## src/rtl/cft_bp_pkg.sv

```systemverilog
// Shared state encoding and default widths for the address breakpoint unit.
package cft_bp_pkg;

    localparam int AWIDTH_DEF = 16;
    localparam int CWIDTH_DEF = 8;

    localparam logic [1:0] ST_IDLE    = 2'd0;
    localparam logic [1:0] ST_ARMED   = 2'd1;
    localparam logic [1:0] ST_HALT    = 2'd2;
    localparam logic [1:0] ST_RELEASE = 2'd3;

endpackage

```

## src/rtl/comparator_688.sv

```systemverilog
// 8-bit identity comparator modelled on the 74x688: neq is low only when enabled (ng=0) and p==q.
module comparator_688 (
    input  logic [7:0] p,
    input  logic [7:0] q,
    input  logic       ng,
    output logic       neq
);

    assign neq = ng | (p != q);

endmodule

```

## src/rtl/breakpoint_unit.sv

```systemverilog
// Address breakpoint: cascaded byte comparators, cycle-start qualification, skip/hit
// counting and a halt request with acknowledge handshake.
import cft_bp_pkg::*;

module breakpoint_unit #(
    parameter int AWIDTH = AWIDTH_DEF,
    parameter int CWIDTH = CWIDTH_DEF
) (
    input  logic              clk,
    input  logic              nreset,
    input  logic [AWIDTH-1:0] ab,
    input  logic              nmem,
    input  logic [AWIDTH-1:0] din,
    input  logic              wr_addr,
    input  logic              wr_cnt,
    input  logic              arm,
    input  logic              hack,
    output logic              neq,
    output logic              armed,
    output logic              nhalt,
    output logic [CWIDTH-1:0] hits
);

    localparam int NBYTES = AWIDTH / 8;

    logic [AWIDTH-1:0] bp_addr;
    logic [CWIDTH-1:0] skip;
    logic              nmem_q;
    logic [1:0]        state;
    logic [1:0]        state_nxt;
    logic [NBYTES:0]   chain;
    logic              cstart;
    logic              match;
    logic              hit_ev;

    function automatic logic [CWIDTH-1:0] sat_inc(input logic [CWIDTH-1:0] v);
        return (&v) ? v : v + 1'b1;
    endfunction

    // Each byte comparator is enabled only when every lower byte already matched.
    assign chain[0] = 1'b0;
    for (genvar g = 0; g < NBYTES; g++) begin : g_cmp
        comparator_688 u_cmp (
            .p  (ab[8*g +: 8]),
            .q  (bp_addr[8*g +: 8]),
            .ng (chain[g]),
            .neq(chain[g+1])
        );
    end
    assign neq = chain[NBYTES];

    // A falling nmem marks one event per bus cycle; gating by cstart keeps an X on ab harmless.
    assign cstart = !nmem && nmem_q;
    assign match  = cstart && !neq;

    always_ff @(posedge clk) begin
        if (!nreset) begin
            state <= ST_IDLE;
            nhalt <= 1'b1;
        end else begin
            state <= state_nxt;
            nhalt <= (state_nxt != ST_HALT);
        end
    end

    always_comb begin
        state_nxt = state;
        case (state)
            ST_IDLE:    if (arm) state_nxt = ST_ARMED;
            ST_ARMED:   if (match && skip == '0) state_nxt = ST_HALT;
            ST_HALT:    if (hack) state_nxt = ST_RELEASE;
            ST_RELEASE: if (!hack) state_nxt = ST_IDLE;
            default:    state_nxt = ST_IDLE;
        endcase
    end

    always_comb begin
        armed  = (state == ST_ARMED);
        hit_ev = (state == ST_ARMED) && match;
    end

    // A register write on the same edge as a decrement takes precedence.
    always_ff @(posedge clk) begin
        if (!nreset) begin
            bp_addr <= '0;
            skip    <= '0;
            hits    <= '0;
            nmem_q  <= 1'b1;
        end else begin
            nmem_q <= nmem;
            if (wr_addr) bp_addr <= din;
            if (wr_cnt) skip <= din[CWIDTH-1:0];
            else if (hit_ev && skip != '0) skip <= skip - 1'b1;
            if (hit_ev) hits <= sat_inc(hits);
        end
    end

endmodule
```

## config.mk

```make
export PLATFORM = sky130hd
export DESIGN_NAME = breakpoint_unit
export DESIGN_NICKNAME = d
export VERILOG_FILES = /design/src/rtl/cft_bp_pkg.sv /design/src/rtl/comparator_688.sv /design/src/rtl/breakpoint_unit.sv
export SDC_FILE = /design/constraint.sdc
export NUM_CORES = 1
export LEC_CHECK = 0
export CORE_MARGIN = 1
export CORE_UTILIZATION = 44
export CTS_BUF_LIST = sky130_fd_sc_hd__clkbuf_8 sky130_fd_sc_hd__clkbuf_16
export CTS_CLUSTER_DIAMETER = 150
export DETAILED_ROUTE_END_ITERATION = 10
export PLACE_DENSITY = 0.76
export SETUP_SLACK_MARGIN = 0.3
export SYNTH_ARGS = -nofsm -noshare
export SYNTH_HDL_FRONTEND = slang
export SYNTH_SLANG_ARGS = --single-unit
```

## constraint.sdc

```tcl
create_clock -name clk -period 1.9 [get_ports clk]
set_clock_uncertainty 0.15 [all_clocks]
set_input_delay 0.19 -clock clk [delete_from_list [all_inputs] [get_ports clk]]
set_output_delay 0.19 -clock clk [all_outputs]
set_load 0.1 [all_outputs]
```

==> metrics.txt, run 1 <==
most common cell after layout, fill and taps aside=clkdlybuf4s50_1; initial antenna violation count=0; Post-synth EDFFs=0; Post-synth ARST share=0; post-route ant nets=0; fin util=0.729; fin nets=329; Root Buffer=clkbuf_8; io pins=50; status=complete, but fails checks; critical path class=register to output port; Tcrit/Tclk final=1.14; Vias=1961; CP Max Fanout=4; Worst Min Path Start=hits[6]; TritonCTS Buffers=5; RSZ-0062 raised after global routing=true; Die Wd=67.8 um; setup slack after layout=-267 ps; buffer depth of the longest clock path=2; total die area=0.00459 mm2; worst skew pair latency=300 ps; endpoints failing setup=16; clk sink count=36; worst r2r src=bp_addr[6]; Total Neg Setup Slack=-1940 ps; most frequent cells in the layout=clkdlybuf4s50_1, buf_4, nor2_1; register area share after synthesis=0.379; row cnt=23; Critical Path RT=1560 ps; CTS H-tree depth=2; Worst-Margin Slew=459 ps; Initial Utilization=0.466; # port buffers=49; headroom to the max-slew limit=0.692; Critical Path End Type=output port; global-route wire length before repair=8580 um; total of max-cap violations=0; Mapped Nets=261; Fin. Hold Viols=0; vias in the first global route=1881; YS warnings=0; share of post-route cells with drive strength above 1=0.337; crit path DAT=1830 ps; 1st-pass router iterations=4; P&R area growth vs syn=56.5%; core box area=0.00409 mm2; Cell Area, Synth=0.00190 mm2; min-delay worst type=register to register; Final Wtd Congestion=0.881; Worst IR Drop VDD=0.000456 V; Initial DRC Count=135; critical path startpoint category=register; failing checks=setup timing; PwrDens=626 mW/mm2; #FFs+latches synth=36; Post-Route WL=5460 um; number of diodes=0; Slew Limit Fails=0; Post-synth top flop=dfxtp_1; synthesized area per cell=8.69 um2; Gate Count Post-Synth=219; Yosys cell types=42; Worst-path clk slew=80 ps; Tot GR Track Use=0.255; Worst Reg-to-Reg Cells=8; GRT Residual Overflow=0; # DRC=0; Worst R2R Setup Slack=-210 ps; CTS tree=yes; DR WL/cell=16.2 um; Setup crit end=neq; Leak=1.20 nW; Reg-to-Reg End=skip[2]; Final Hold Slack=336 ps; via-per-instance ratio=5.80; minimum clock period=2170 ps; Final HPWL DP=3570 um; layout filler cell count=298; Worst Setup SP=bp_addr[6]; Max Fclk=461 MHz; Die Span Y=67.8 um; largest net degree at the start of global routing=17
-- layer usage --
layer / up-vias / global-route usage / share of wire
li1: 933 / - / -
met1: 926 / 0.296 / 0.41
met2: 84 / 0.423 / 0.50
met3: 18 / 0.0642 / 0.062
met4: 0 / 0.141 / 0.030
met5: - / 0 / 0
-- critical path, stage by stage, from the launching register on --
cell and delay (ps):
dfxtp_2 330, xor2_1 160, nor4_2 310, and4_4 310, inv_6 50, buf_6 110
buf_6 110, buf_12 150
-- per-stage QoR --
stage          std cells  instance area (um2)  setup WS, ps  power [mW]
6_report             338                 2980          -267        1.86
5_1_grt              338                 2980          -305        1.93
4_1_cts              337                 2890          -290        1.84
3_5_place_dp         324                 2620          -535        1.15
3_3_place_gp         324                 2620          -507        1.15
2_1_floorplan        219                 2010         -73.4        1.00
-- how the worst min path moves through the flow --
stage                          to  slack [ps]  cells after the start
after floorplan            nmem_q         140                      1
after global placement    hits[6]         300                      1
after detailed placement  hits[6]         310                      1
after CTS                 hits[6]         310                      1
after global routing      hits[6]         360                      1
final                     hits[6]         340                      1
-- final cells by class --
| type | instances | area [um2] | area share |
|---|---|---|---|
| clock buffer | 5 | 68.8 | 0.0231 |
| clock inverter | 3 | 42.5 | 0.0143 |
| inverter | 7 | 31.3 | 0.0105 |
| multi-input combinational | 163 | 1330 | 0.447 |
| sequential | 36 | 743 | 0.250 |
| tap | 50 | 62.6 | 0.0210 |
| timing repair buffer | 74 | 697 | 0.234 |
-- cells by family after synthesis --
group	share of synthesized area
AO/OA/AOI/OAI	0.143
XOR/XNOR	0.0736
AND/OR/NAND/NOR	0.238
buffers and inverters	0.0526
adder cells (fa/ha/maj)	0.0197
multiplexers	0.0947
flip-flops	0.379
-- timing repair --
item | CTS | global route
pin swaps | 18 | 4
gates resized for setup | 26 | 18
endpoints found under the hold margin | 0 | 0
setup buffers | 5 | 1
hold buffers | 0 | 0
endpoints found under the setup margin | 20 | 20
-- state kept, by name, summed over array words and instances (netlist names) --
| name | count |
|---|---|
| bp_addr | 16 |
| hits | 8 |
| skip | 8 |
| state | 2 |
| nhalt | 1 |
| nmem_q | 1 |
-- where the power goes --
group	leakage, nW	switching [mW]	total (mW)	internal (mW)
clock network	0.0541	0.304	0.693	0.388
registers	0.302	0.0317	0.820	0.788
logic	0.844	0.174	0.351	0.177
-- synth_stat cells (all sizes together), types with 2 or more instances --
master  number  area share
xor2        16       0.074
nand2       12       0.024
nor2        25       0.049
o211ai       3       0.012
or4          4       0.016
nand3        8       0.021
nand4        5       0.016
dfxtp       36        0.38
nor4         6       0.023
o31ai        4       0.016
o311ai       2      0.0092
and3         2      0.0072
mux2i       18       0.095
buf          3       0.018
nor3b        2      0.0079
a31oi        2      0.0066
inv          7       0.015
clkbuf      10       0.020
nor4b        2      0.0092
a211oi       6       0.024
or2          2      0.0066
a21oi        6       0.016
ha           3       0.020
o41ai        2      0.0092
nand2b       4       0.013
o21ai        9       0.024
nand3b       2      0.0079
nor3         8       0.021
(Power assumes the default switching activity.)
==> run 2: changes to the inputs <==
--- a/config.mk
+++ b/config.mk
@@ -5,6 +5,7 @@
 export SDC_FILE = /design/constraint.sdc
 export NUM_CORES = 1
 export LEC_CHECK = 0
+export ABC_AREA = 1
 export CORE_MARGIN = 1
 export CORE_UTILIZATION = 44
 export CTS_BUF_LIST = sky130_fd_sc_hd__clkbuf_8 sky130_fd_sc_hd__clkbuf_16
==> run 2 against run 1 <==
The run now ends clean. Sequential share of layout area grew 0.25 points. Flip-flop and latch count is the same. Critical path depth grew 1. First-iteration DRC count shrank 38%. Synthesized area grew 4.0%. Non-clock buffer count shrank 10. Final cell count grew 18%. Final area grew 1.0%. Critical endpoint unchanged. Largest cell class unchanged. Largest power group unchanged. Highest routed layer unchanged.
==> metrics.txt, run 2 <==
total of max-cap violations=0; Worst R2R Setup Slack=130 ps; Critical Path RT=1560 ps; share of post-route cells with drive strength above 1=0.334; 1st-pass router iterations=4; Sequential Area=758 um2; hold path endpoint=bp_addr[12]; multi-input logic area=0.00131 mm2; Critical Path End Type=output port; GRT Residual Overflow=0; Root Buffer=clkbuf_8; #FFs+latches synth=36; # DRC=0; Final Wtd Congestion=0.801; Leak=1.32 nW; critical path class=register to output port; Worst-path clk slew=70 ps; Tot GR Track Use=0.216; layout filler cell count=357; global-route wire length before repair=8350 um; buffer depth of the longest clock path=2; largest net degree at the start of global routing=21; TritonCTS Buffers=5; CTS tree=yes; minimum clock period=1810 ps; Mapped Nets=323; worst skew pair latency=290 ps; DR WL/cell=12.9 um; clk sink count=36; Fin. Hold Viols=0; Die Wd=69.1 um; headroom to the max-slew limit=0.616; crit path DAT=1470 ps; max FFs per register=16; Post-synth ARST share=0; number of diodes=0; row cnt=24; Layout Cells excl Fill=399; Tcrit/Tclk final=0.952; io pins=50; status=finished clean; CTS H-tree depth=2; YS warnings=0; PwrDens=630 mW/mm2; Synth top area share=0.364; setup slack after layout=90.7 ps; register with the most flip-flops=bp_addr; Synth area leader=dfxtp_1; pre-CTS setup slack=-111 ps; Largest regs=bp_addr: 16 flops, hits: 8 flops, skip: 8 flops; min-delay worst type=register to register; most common cell in the netlist=nand2_1; synthesized area per cell=7.04 um2; critical path startpoint category=register; Yosys cell types=29; Max Fclk=553 MHz; register area share after synthesis=0.364; core box area=0.00432 mm2; Initial DRC Count=84; Power Total=1.89 mW; Worst-Margin Slew=576 ps; # port buffers=49; Cell Area, Synth=0.00198 mm2; P&R area growth vs syn=52.0%; Initial Utilization=0.458; DP Cell Count=383; fin nets=388; Die Span Y=69.1 um; Worst IR Drop VDD=0.000505 V; Gate Count Post-Synth=281; Post-synth top flop=dfxtp_1; Worst Min Path Start=bp_addr[12]; via-per-instance ratio=5.18; CP Max Fanout=2; RSZ-0062 raised after global routing=true; largest cells by area after synthesis=dfxtp_1, nand2_1, nor2_1; Reg-to-Reg End=hits[2]; Worst Reg-to-Reg Cells=11; Vias=2066; Slew Limit Fails=0; Final HPWL DP=3460 um; vias in the first global route=1941; Post-synth EDFFs=0; endpoints failing setup=0; WHS Path Cells=2; total die area=0.00477 mm2; Synth top cells by count=nand2_1, nor2_1, dfxtp_1; post-route ant nets=0; most frequent cells in the layout=nand2_1, nor2_1, o21ai_0; fin util=0.696; initial antenna violation count=0; most common cell after layout, fill and taps aside=nand2_1; Final Hold Slack=317 ps; Post-Route WL=5140 um; worst r2r src=bp_addr[10]
run 2: cell families after synthesis:
family          Yosys count  share of synthesized area
buf+inv                  43                     0.0828
compound gates           55                      0.142
flops                    36                      0.364
xor+xnor                 18                     0.0796
fa+ha+maj                 3                     0.0190
simple gates            126                      0.312
run 2: per-layer routing:
layer / global-route usage / vias to the layer above / share of wire
met2: 0.387 / 66 / 0.53
met5: 0 / - / 0
met3: 0.0424 / 10 / 0.046
met1: 0.252 / 949 / 0.41
li1: - / 1041 / -
met4: 0.0794 / 0 / 0.018
run 2: per-stage QoR:
stage,area (um2),TNS [ps]
floorplan,2070,0
global placement,2660,-809
detailed placement,2660,-1110
CTS,2860,0
global route,3010,0
finish,3010,0
run 2: area by class of cell:
class,count,area share
sequential,36,0.252
multi-input combinational,204,0.436
clock inverter,2,0.0112
tap,52,0.0216
inverter,35,0.0470
timing repair buffer,64,0.205
clock buffer,6,0.0275
run 2: report_power, final:
group	leakage (nW)	switching (mW)	internal [mW]	total (mW)
registers	0.305	0.0341	0.788	0.822
logic	0.957	0.197	0.182	0.379
clock network	0.0588	0.271	0.423	0.694
total	1.32	0.502	1.39	1.89
run 2: worst max-delay path by stage:
| stage | startpoint | to | slack, ps | depth (start not counted) |
|---|---|---|---|---|
| after global routing | bp_addr[11] | neq | 20 | 10 |
| after floorplan | hits[0] | hits[0] | 120 | 8 |
| after detailed placement | ab[10] | hits[2] | -110 | 11 |
| after global placement | ab[10] | hits[6] | -80 | 11 |
| after CTS | bp_addr[2] | neq | 80 | 8 |
| final | bp_addr[10] | neq | 90 | 8 |
run 2: worst max-delay path, stage by stage, from the launching register on:
cell and delay, ps:
dfxtp_1 340, xnor2_1 120, nand2_1 90, nor2_2 120
nand2_2 100, inv_4 90, nand2_8 50, buf_6 110
buf_12 150
run 2: repair_timing:
item	4_1_cts	5_1_grt
pin swaps	25	27
hold buffers	0	0
cloned	2	0
setup endpoints to repair	19	21
gates resized for setup	36	41
buffers inserted	2	4
